File: src/rtl/tsu_ctrl_pkg.sv
// Shared types for the vernier TSU sequencer: state/error enums, the config
// record and the config validity rule.
package tsu_ctrl_pkg;

    localparam int TSU_DIV_BITS  = 3;
    localparam int TSU_RST_BITS  = 16;
    localparam int TSU_PREC_BITS = 32;

    typedef enum logic [2:0] {
        ST_IDLE   = 3'd0,
        ST_CHECK  = 3'd1,
        ST_START  = 3'd2,
        ST_SETTLE = 3'd3,
        ST_LOCKED = 3'd4,
        ST_ERROR  = 3'd5
    } tsu_ctrl_state_e;

    typedef enum logic [1:0] {
        ERR_NONE   = 2'd0,
        ERR_CFG    = 2'd1,
        ERR_LOST   = 2'd2,
        ERR_SETTLE = 2'd3
    } tsu_err_e;

    typedef struct packed {
        logic [TSU_DIV_BITS-1:0]  fclk_div;
        logic [TSU_PREC_BITS-1:0] num;
        logic [TSU_PREC_BITS-1:0] denom;
        logic [TSU_RST_BITS-1:0]  timeout;
    } tsu_cfg_t;

    // Divider must be 1 or a nonzero even value; the timeout needs at least
    // two cycles so the watchdog compare against timeout-1 is meaningful.
    function automatic logic tsu_cfg_valid(input tsu_cfg_t cfg);
        logic div_ok;
        div_ok = (cfg.fclk_div == TSU_DIV_BITS'(1)) ||
                 ((cfg.fclk_div != '0) && !cfg.fclk_div[0]);
        return div_ok && (cfg.num != '0) && (cfg.denom != '0) &&
               (cfg.timeout >= TSU_RST_BITS'(2));
    endfunction

endpackage

File: src/rtl/tsu_evt_watchdog.sv
// Foreign-clock event watchdog: saturating age counter since the last event
// and a timeout pulse on the cycle the age would reach the limit.
module tsu_evt_watchdog
    import tsu_ctrl_pkg::*;
#(
    parameter int CNT_BITS = TSU_RST_BITS
) (
    input  logic                clk,
    input  logic                rst_n,
    input  logic                clr,
    input  logic                arm,
    input  logic                evt,
    input  logic [CNT_BITS-1:0] limit,
    output logic                timeout_p
);

    localparam logic [CNT_BITS-1:0] ONE = CNT_BITS'(1);

    logic [CNT_BITS-1:0] age;

    always_ff @(posedge clk or negedge rst_n) begin
        if (!rst_n) begin
            age <= '0;
        end else if (clr || evt) begin
            age <= '0;
        end else if (age != '1) begin
            age <= age + ONE;
        end
    end

    // Fires while age == limit-1 so the FSM leaves on the same edge that the
    // age reaches the limit; a coincident event wins and clears the age.
    assign timeout_p = arm && !clr && !evt && (age == limit - ONE);

endmodule

File: src/rtl/tsu_vernier_ctrl.sv
// Vernier TSU sequencer: validates config, pulses start, waits for settle and
// supervises the foreign clock. Optional macro TSU_VERNIER_CTRL_AUTORESTART_EN
// re-pulses start on clock loss (up to two retries) instead of erroring.
//
// state  | meaning
// IDLE   | no config applied yet, accepting requests
// CHECK  | validating the captured shadow config (1 cycle)
// START  | o_vernier_start held for START_CYCS cycles, events ignored
// SETTLE | counting in-time events until SETTLE_EVTS arrive
// LOCKED | tracking settled, ready asserted, watching for clock loss
// ERROR  | sticky error code, accepting a new config
module tsu_vernier_ctrl
    import tsu_ctrl_pkg::*;
#(
    parameter int FCLK_DIV_BITS = TSU_DIV_BITS,
    parameter int FCLK_RST_BITS = TSU_RST_BITS,
    parameter int RAT_PREC_BITS = TSU_PREC_BITS,
    parameter int SETTLE_EVTS   = 4,
    parameter int START_CYCS    = 2
) (
    input  logic                     clk,
    input  logic                     rst_n,
    input  logic                     i_cfg_valid,
    output logic                     o_cfg_ready,
    input  logic [FCLK_DIV_BITS-1:0] i_cfg_fclk_div,
    input  logic [RAT_PREC_BITS-1:0] i_cfg_num,
    input  logic [RAT_PREC_BITS-1:0] i_cfg_denom,
    input  logic [FCLK_RST_BITS-1:0] i_cfg_timeout,
    input  logic                     i_evt,
    output logic [FCLK_DIV_BITS-1:0] o_fclk_div,
    output logic [RAT_PREC_BITS-1:0] o_num,
    output logic [RAT_PREC_BITS-1:0] o_denom,
    output logic [FCLK_RST_BITS-1:0] o_fclk_rst_cycs,
    output logic                     o_vernier_start,
    output logic                     o_vernier_ready,
    output logic                     o_vernier_error,
    output logic [1:0]               o_err_code
);

    localparam int SC_W = $clog2(START_CYCS + 1);
    localparam int EV_W = $clog2(SETTLE_EVTS + 1);
    localparam logic [SC_W-1:0] START_LOAD = SC_W'(START_CYCS - 1);
    localparam logic [EV_W-1:0] EVT_LAST   = EV_W'(SETTLE_EVTS - 1);
    localparam logic [SC_W-1:0] SC_ONE     = SC_W'(1);
    localparam logic [EV_W-1:0] EV_ONE     = EV_W'(1);

    tsu_ctrl_state_e state;
    tsu_err_e        err_code;
    tsu_cfg_t        shadow;
    tsu_cfg_t        cfg_in;
    logic [SC_W-1:0] start_cnt;
    logic [EV_W-1:0] evt_cnt;
    logic            accept;
    logic            wd_timeout;
    logic            wd_clr;
    logic            wd_arm;

`ifdef TSU_VERNIER_CTRL_AUTORESTART_EN
    localparam logic [1:0] RETRY_MAX = 2'd2;
    logic [1:0] retry_cnt;
`endif

    assign o_cfg_ready = (state == ST_IDLE) || (state == ST_LOCKED) || (state == ST_ERROR);
    assign accept      = i_cfg_valid && o_cfg_ready;
    assign cfg_in      = {i_cfg_fclk_div, i_cfg_num, i_cfg_denom, i_cfg_timeout};
    assign o_err_code  = err_code;
    assign wd_clr      = (state == ST_START);
    assign wd_arm      = (state == ST_SETTLE) || (state == ST_LOCKED);

    tsu_evt_watchdog #(
        .CNT_BITS (FCLK_RST_BITS)
    ) u_watchdog (
        .clk       (clk),
        .rst_n     (rst_n),
        .clr       (wd_clr),
        .arm       (wd_arm),
        .evt       (i_evt),
        .limit     (o_fclk_rst_cycs),
        .timeout_p (wd_timeout)
    );

    always_ff @(posedge clk or negedge rst_n) begin
        if (!rst_n) begin
            state           <= ST_IDLE;
            err_code        <= ERR_NONE;
            shadow          <= '0;
            start_cnt       <= '0;
            evt_cnt         <= '0;
            o_fclk_div      <= FCLK_DIV_BITS'(1);
            o_num           <= '0;
            o_denom         <= '0;
            o_fclk_rst_cycs <= '0;
            o_vernier_start <= 1'b0;
            o_vernier_ready <= 1'b0;
            o_vernier_error <= 1'b0;
`ifdef TSU_VERNIER_CTRL_AUTORESTART_EN
            retry_cnt       <= '0;
`endif
        end else begin
            case (state)
                ST_IDLE, ST_LOCKED, ST_ERROR: begin
                    if (accept) begin
                        shadow          <= cfg_in;
                        state           <= ST_CHECK;
                        o_vernier_ready <= 1'b0;
                        o_vernier_error <= 1'b0;
                        err_code        <= ERR_NONE;
`ifdef TSU_VERNIER_CTRL_AUTORESTART_EN
                        if (state != ST_LOCKED) begin
                            retry_cnt <= '0;
                        end
`endif
                    end else if ((state == ST_LOCKED) && wd_timeout) begin
                        o_vernier_ready <= 1'b0;
`ifdef TSU_VERNIER_CTRL_AUTORESTART_EN
                        if (retry_cnt != RETRY_MAX) begin
                            retry_cnt       <= retry_cnt + 2'd1;
                            state           <= ST_START;
                            o_vernier_start <= 1'b1;
                            start_cnt       <= START_LOAD;
                        end else begin
                            state           <= ST_ERROR;
                            o_vernier_error <= 1'b1;
                            err_code        <= ERR_LOST;
                        end
`else
                        state           <= ST_ERROR;
                        o_vernier_error <= 1'b1;
                        err_code        <= ERR_LOST;
`endif
                    end
                end

                ST_CHECK: begin
                    if (tsu_cfg_valid(shadow)) begin
                        o_fclk_div      <= shadow.fclk_div;
                        o_num           <= shadow.num;
                        o_denom         <= shadow.denom;
                        o_fclk_rst_cycs <= shadow.timeout;
                        o_vernier_start <= 1'b1;
                        start_cnt       <= START_LOAD;
                        state           <= ST_START;
                    end else begin
                        o_vernier_error <= 1'b1;
                        err_code        <= ERR_CFG;
                        state           <= ST_ERROR;
                    end
                end

                ST_START: begin
                    if (start_cnt == '0) begin
                        o_vernier_start <= 1'b0;
                        evt_cnt         <= '0;
                        state           <= ST_SETTLE;
                    end else begin
                        start_cnt <= start_cnt - SC_ONE;
                    end
                end

                ST_SETTLE: begin
                    if (i_evt) begin
                        evt_cnt <= evt_cnt + EV_ONE;
                        if (evt_cnt == EVT_LAST) begin
                            o_vernier_ready <= 1'b1;
                            state           <= ST_LOCKED;
`ifdef TSU_VERNIER_CTRL_AUTORESTART_EN
                            retry_cnt       <= '0;
`endif
                        end
                    end else if (wd_timeout) begin
`ifdef TSU_VERNIER_CTRL_AUTORESTART_EN
                        // A settle timeout during a retry is another lost clock,
                        // not a settle failure.
                        if (retry_cnt == '0) begin
                            o_vernier_error <= 1'b1;
                            err_code        <= ERR_SETTLE;
                            state           <= ST_ERROR;
                        end else if (retry_cnt != RETRY_MAX) begin
                            retry_cnt       <= retry_cnt + 2'd1;
                            o_vernier_start <= 1'b1;
                            start_cnt       <= START_LOAD;
                            state           <= ST_START;
                        end else begin
                            o_vernier_error <= 1'b1;
                            err_code        <= ERR_LOST;
                            state           <= ST_ERROR;
                        end
`else
                        o_vernier_error <= 1'b1;
                        err_code        <= ERR_SETTLE;
                        state           <= ST_ERROR;
`endif
                    end
                end

                default: begin
                    state <= ST_IDLE;
                end
            endcase
        end
    end

endmodule

File: config.mk
export PLATFORM = sky130hd
export DESIGN_NAME = tsu_vernier_ctrl
export DESIGN_NICKNAME = d
export VERILOG_FILES = /design/src/rtl/tsu_ctrl_pkg.sv /design/src/rtl/tsu_evt_watchdog.sv /design/src/rtl/tsu_vernier_ctrl.sv
export SDC_FILE = /design/constraint.sdc
export NUM_CORES = 1
export LEC_CHECK = 0
export ABC_AREA = 1
export BUFFER_PORTS_ARGS = -buffer_cell sky130_fd_sc_hd__buf_2
export CORE_UTILIZATION = 50
export CTS_CLUSTER_SIZE = 8
export DETAILED_ROUTE_END_ITERATION = 8
export GPL_TIMING_DRIVEN = 0
export MAX_ROUTING_LAYER = met4
export PLACE_DENSITY = 0.72
export SLEW_MARGIN = 5
export SYNTH_ARGS = -nofsm -noshare
export SYNTH_HDL_FRONTEND = slang
export SYNTH_HIERARCHICAL = 1
export SYNTH_SLANG_ARGS = --single-unit
File: constraint.sdc
create_clock -name clk -period 3.53 [get_ports clk]
set_input_delay 0.353 -clock clk [delete_from_list [all_inputs] [get_ports clk]]
set_output_delay 0.353 -clock clk [all_outputs]
set_load 0.01 [all_outputs]
==> results.toml <==
[min_path]
hp-class = "primary input to flip-flop"
worstHoldPathCells = 3
worstHoldEndpoint = "shadow[58]$_DFFE_PN0P_"
worst_min_delay_path_startpoint = "i_cfg_num[10]"

[setup_path]
worst_path_most_repeated_cell = "sky130_fd_sc_hd__nand2_1"
cp_data_required_time_ns = 3.90
rr_startpoint = "o_fclk_rst_cycs[0]$_DFFE_PN0P_"
setup.worst_path.class = "flip-flop to flip-flop"
critical_path.cell_chain = "inv_1 > ha_1 > nand3_1 > nor2_4 > nand2_1 > o21bai_1 > nand2_1 > nor2_1 > nand3_1 > nor2_1 > nand2_1 > nand2_1 > nor2_1 > nor2_1 > o21ai_1 > a21oi_1 > nand3_1 > nand2_1"
cp_slowest_stage_delay_ns = 0.42
worst_setup_path_start_kind = "flip-flop"
r2r_setup_slack_ns = 0.65
regToRegEndpoint = "state[0]$_DFFE_PN0P_"
crit_path_end_kind = "flip-flop"
cp_slowest_cell = "sky130_fd_sc_hd__dfrtp_1"
critPathTopFamily = "simple AND/OR/NAND/NOR gates"
crit_buf_inv = 1
r2r_cells = 18
critical_path.max_fanout = 7
crit_arrival_ns = 3.25

[clock_tree]
worst_setup_hold_path_clk_slew_ns = 0.07
clock_tree_from_tritoncts = "built"
post_cts.repair.setup_buffers = 0
worst_skew_pair.late_latency_ns = 0.44
tritoncts_buffer_count = 17
ctsLongestPathBuffers = 2
clock_tree.htree_level_count = 4
ctsRootBufferMaster = "sky130_fd_sc_hd__clkbuf_16"
cts_num_sinks = 195

[pwr]
irDropWorstVdd_uv = 483
internal_power_uw = 5800
pwr-share-clk_pct = 19.0
power.combinational.fraction_pct = 41.5
power_frac_seq_pct = 39.5
p_leak_uw = 0.00573
switchingPower_uw = 3990
p_sw_share_pct = 40.8
power_per_cell_area_nw_per_um2 = 908

[sta]
final_max_slew_viol_count = 0
worst_slew_margin_rel_pct = 55.5
finClkSkew_ns = 0.0122
rsz0062_at_grt = "no"
min_period_ns = 2.88
setup_failing_eps_final = 0
tightestPinTransition_ns = 0.668
fin_crit_sh_pct = 81.6
fmax_ghz = 0.347
hold_violations = 0

[floorplanning]
floorplan.io_pins = 176
chipHeight_um = 136
die_width_um = 136
design.die.area_um2 = 18600
initial_core_util_pct = 51.6
rows = 48
core_area_um2 = 17500

[synth]
yosys-top-cells-area = "sky130_fd_sc_hd__dfrtp_1 54%, sky130_fd_sc_hd__nand2_1 9.0%, sky130_fd_sc_hd__nor2_1 7.2%"
synth_nets = 1137
synth_largest_area_cell = "sky130_fd_sc_hd__dfrtp_1"
yosys.cell_types.count = 37
post_synth_inst_count = 1045
synth_top_area_share_pct = 53.9
synthesis.yosys.warnings = 6
synth.yosys.seq_area_share_pct = 54.1
synthesis.area_per_instance_um2 = 8.63
synth_seq_cells = 195
mappedNetlistArea_um2 = 9010

[global_route]
antenna_found_initial = 3
grt_first_pass_wirelength_um = 34700
global_route.usage.total_pct = 25.3
grt_remaining_overflow = 0
first_global_vias = 7015
largest_net_degree_at_the_start_of_global_routing = 109

[place]
hpwl_um = 16100
gpl.final_weighted_congestion = 0.901
dpl_cell_area_um2 = 10200
placement.io_buffers = 175

[cells_and_area]
layout.cells.most_common = "sky130_fd_sc_hd__nand2_1"
layout_common_cells = "217 x sky130_fd_sc_hd__nand2_1, 194 x sky130_fd_sc_hd__dfrtp_1, 188 x sky130_fd_sc_hd__buf_2, 173 x sky130_fd_sc_hd__nor2_1, 131 x sky130_fd_sc_hd__inv_1"
nets = 1333
post-route-util_pct = 61.7
finalInstanceArea_um2 = 10800
synthToLayoutAreaGrowth_pct = 19.7
fillerInstances = 1533
fraction_of_layout_cells_with_a_size_suffix_above_1_pct = 26.0

[route]
route.antenna.remaining_nets = 0
dr_total_vias = 7349
drt_wl_total_um = 21600
detailedRoute.firstPassIterationCount = 5
vias_per_cell = 4.96
drt-wirelength-per-cell_um = 14.6
drcViolationCount = 0
detailedRoute.firstIterationViolations = 379

[job]
maxCapViolCount = 0

[status]
status = "completed"
==> cells in the mapped netlist <==
cell type                  count
sky130_fd_sc_hd__nand2_1     217
sky130_fd_sc_hd__inv_1       131
sky130_fd_sc_hd__or2_2         1
sky130_fd_sc_hd__buf_2        14
sky130_fd_sc_hd__nand3_4       2
sky130_fd_sc_hd__xnor3_1       1
sky130_fd_sc_hd__a31oi_1       1
sky130_fd_sc_hd__dfstp_2       1
sky130_fd_sc_hd__nor2_4        4
sky130_fd_sc_hd__dfrtp_1     194
sky130_fd_sc_hd__and3_1        1
sky130_fd_sc_hd__nand3_2       1
sky130_fd_sc_hd__nand3_1      34
sky130_fd_sc_hd__xnor2_1       7
sky130_fd_sc_hd__nor3_1        2
sky130_fd_sc_hd__o21ai_0      29
sky130_fd_sc_hd__a21oi_1      92
sky130_fd_sc_hd__nand3b_1      4
sky130_fd_sc_hd__buf_6        14
sky130_fd_sc_hd__ha_1          5
sky130_fd_sc_hd__xor2_1        7
sky130_fd_sc_hd__inv_2         8
sky130_fd_sc_hd__o21ai_1       7
sky130_fd_sc_hd__o21ai_2      60
sky130_fd_sc_hd__nor2_2        3
sky130_fd_sc_hd__nand2_2       5
sky130_fd_sc_hd__nor3_2        1
sky130_fd_sc_hd__nor2_1      173
sky130_fd_sc_hd__clkbuf_1      5
sky130_fd_sc_hd__a211oi_1      2
sky130_fd_sc_hd__nor4_1        2
sky130_fd_sc_hd__a21oi_2       1
sky130_fd_sc_hd__a22o_1        1
sky130_fd_sc_hd__o21bai_1      2
sky130_fd_sc_hd__a21boi_0      1
sky130_fd_sc_hd__buf_4         5
sky130_fd_sc_hd__nand4_1       7
==> layer usage <==
metal / global-route usage (%) / up-vias / part of all wire, %
li1: - / 3683 / -
met1: 31.8 / 3495 / 43
met2: 40.2 / 151 / 49
met3: 7.20 / 20 / 6.4
met4: 6.11 / 0 / 1.1
met5: - / - / 0
==> registers in the layout, indices dropped and copies added, names as in the netlist <==
name	count
o_denom	32
o_fclk_rst_cycs	16
o_vernier_error	1
shadow	83
start_cnt	2
o_vernier_start	1
evt_cnt	3
o_vernier_ready	1
o_num	32
state	3
o_fclk_div	3
u_watchdog/age	16
o_err_code	2
==> power by group through the flow <==
stage	Combinational [uW]	Sequential (uW)	Clock [uW]
final	4070	3870	1860
after global routing	4600	3980	1980
after CTS	4120	3870	1890
after detailed placement	4100	3890	0
after global placement	3970	3870	0
after floorplan	2600	4000	0
==> logic make-up after synthesis <==
| logic type | synth area share, % |
|---|---|
| and+or+nand+nor | 21.0 |
| AOI/OAI and AO/OA | 13.6 |
| DFF | 54.1 |
| adders and majority gates | 0.694 |
| xor gates and xnor gates | 1.61 |
| buffers and inverters | 8.94 |
==> how the worst max path moves through the flow <==
stage / start / end / slack, ns / cells after the start
2_1_floorplan: o_fclk_rst_cycs[0]$_DFFE_PN0P_ / state[0]$_DFFE_PN0P_ / 1.27 / 18
3_3_place_gp: rst_n / o_num[5]$_DFFE_PN0P_ / -1.15 / 1
5_1_grt: state[2]$_DFFE_PN0P_ / state[0]$_DFFE_PN0P_ / 0.35 / 23
4_1_cts: o_fclk_rst_cycs[0]$_DFFE_PN0P_ / state[0]$_DFFE_PN0P_ / 0.65 / 18
6_report: o_fclk_rst_cycs[0]$_DFFE_PN0P_ / state[0]$_DFFE_PN0P_ / 0.65 / 18
3_5_place_dp: o_fclk_rst_cycs[0]$_DFFE_PN0P_ / o_err_code[1]$_DFFE_PN0P_ / 0.67 / 17
==> final cells by class <==
class | count | area (um2) | area share (%)
well taps | 225 | 282 | 2.61
clock inverters | 11 | 103 | 0.951
plain buffers | 38 | 284 | 2.63
clock buffers | 20 | 457 | 4.23
multi-input cells | 673 | 3330 | 30.9
diodes | 3 | 7.51 | 0.0696
repair buffers | 177 | 923 | 8.56
inverters | 139 | 522 | 4.84
flip-flops and latches | 195 | 4880 | 45.2
==> what timing repair did <==
action / 4_1_cts / 5_1_grt
endpoints found under the hold margin: 86 / 0
hold buffers: 1 / 0
resized for setup: 0 / 0
==> worst min-delay path: cells and delay by family <==
kind	cells	cell delay, ns
buf+inv	1	0.07
simple gates	1	0.03
compound gates	1	0.09
==> through the flow <==
stage          TNS (ns)  setup WS (ns)  total power [uW]  std cells  hold slack [ns]
2_1_floorplan         0           1.27              6600       1045           0.0574
3_3_place_gp    -219.45          -1.15              7840       1445            0.457
3_5_place_dp          0          0.667              7990       1446            0.406
4_1_cts               0          0.650              9880       1478            0.148
5_1_grt               0          0.353             10600       1481            0.156
6_report              0          0.649              9800       1481            0.161
Note: power is estimated with default switching activity, not from simulation.
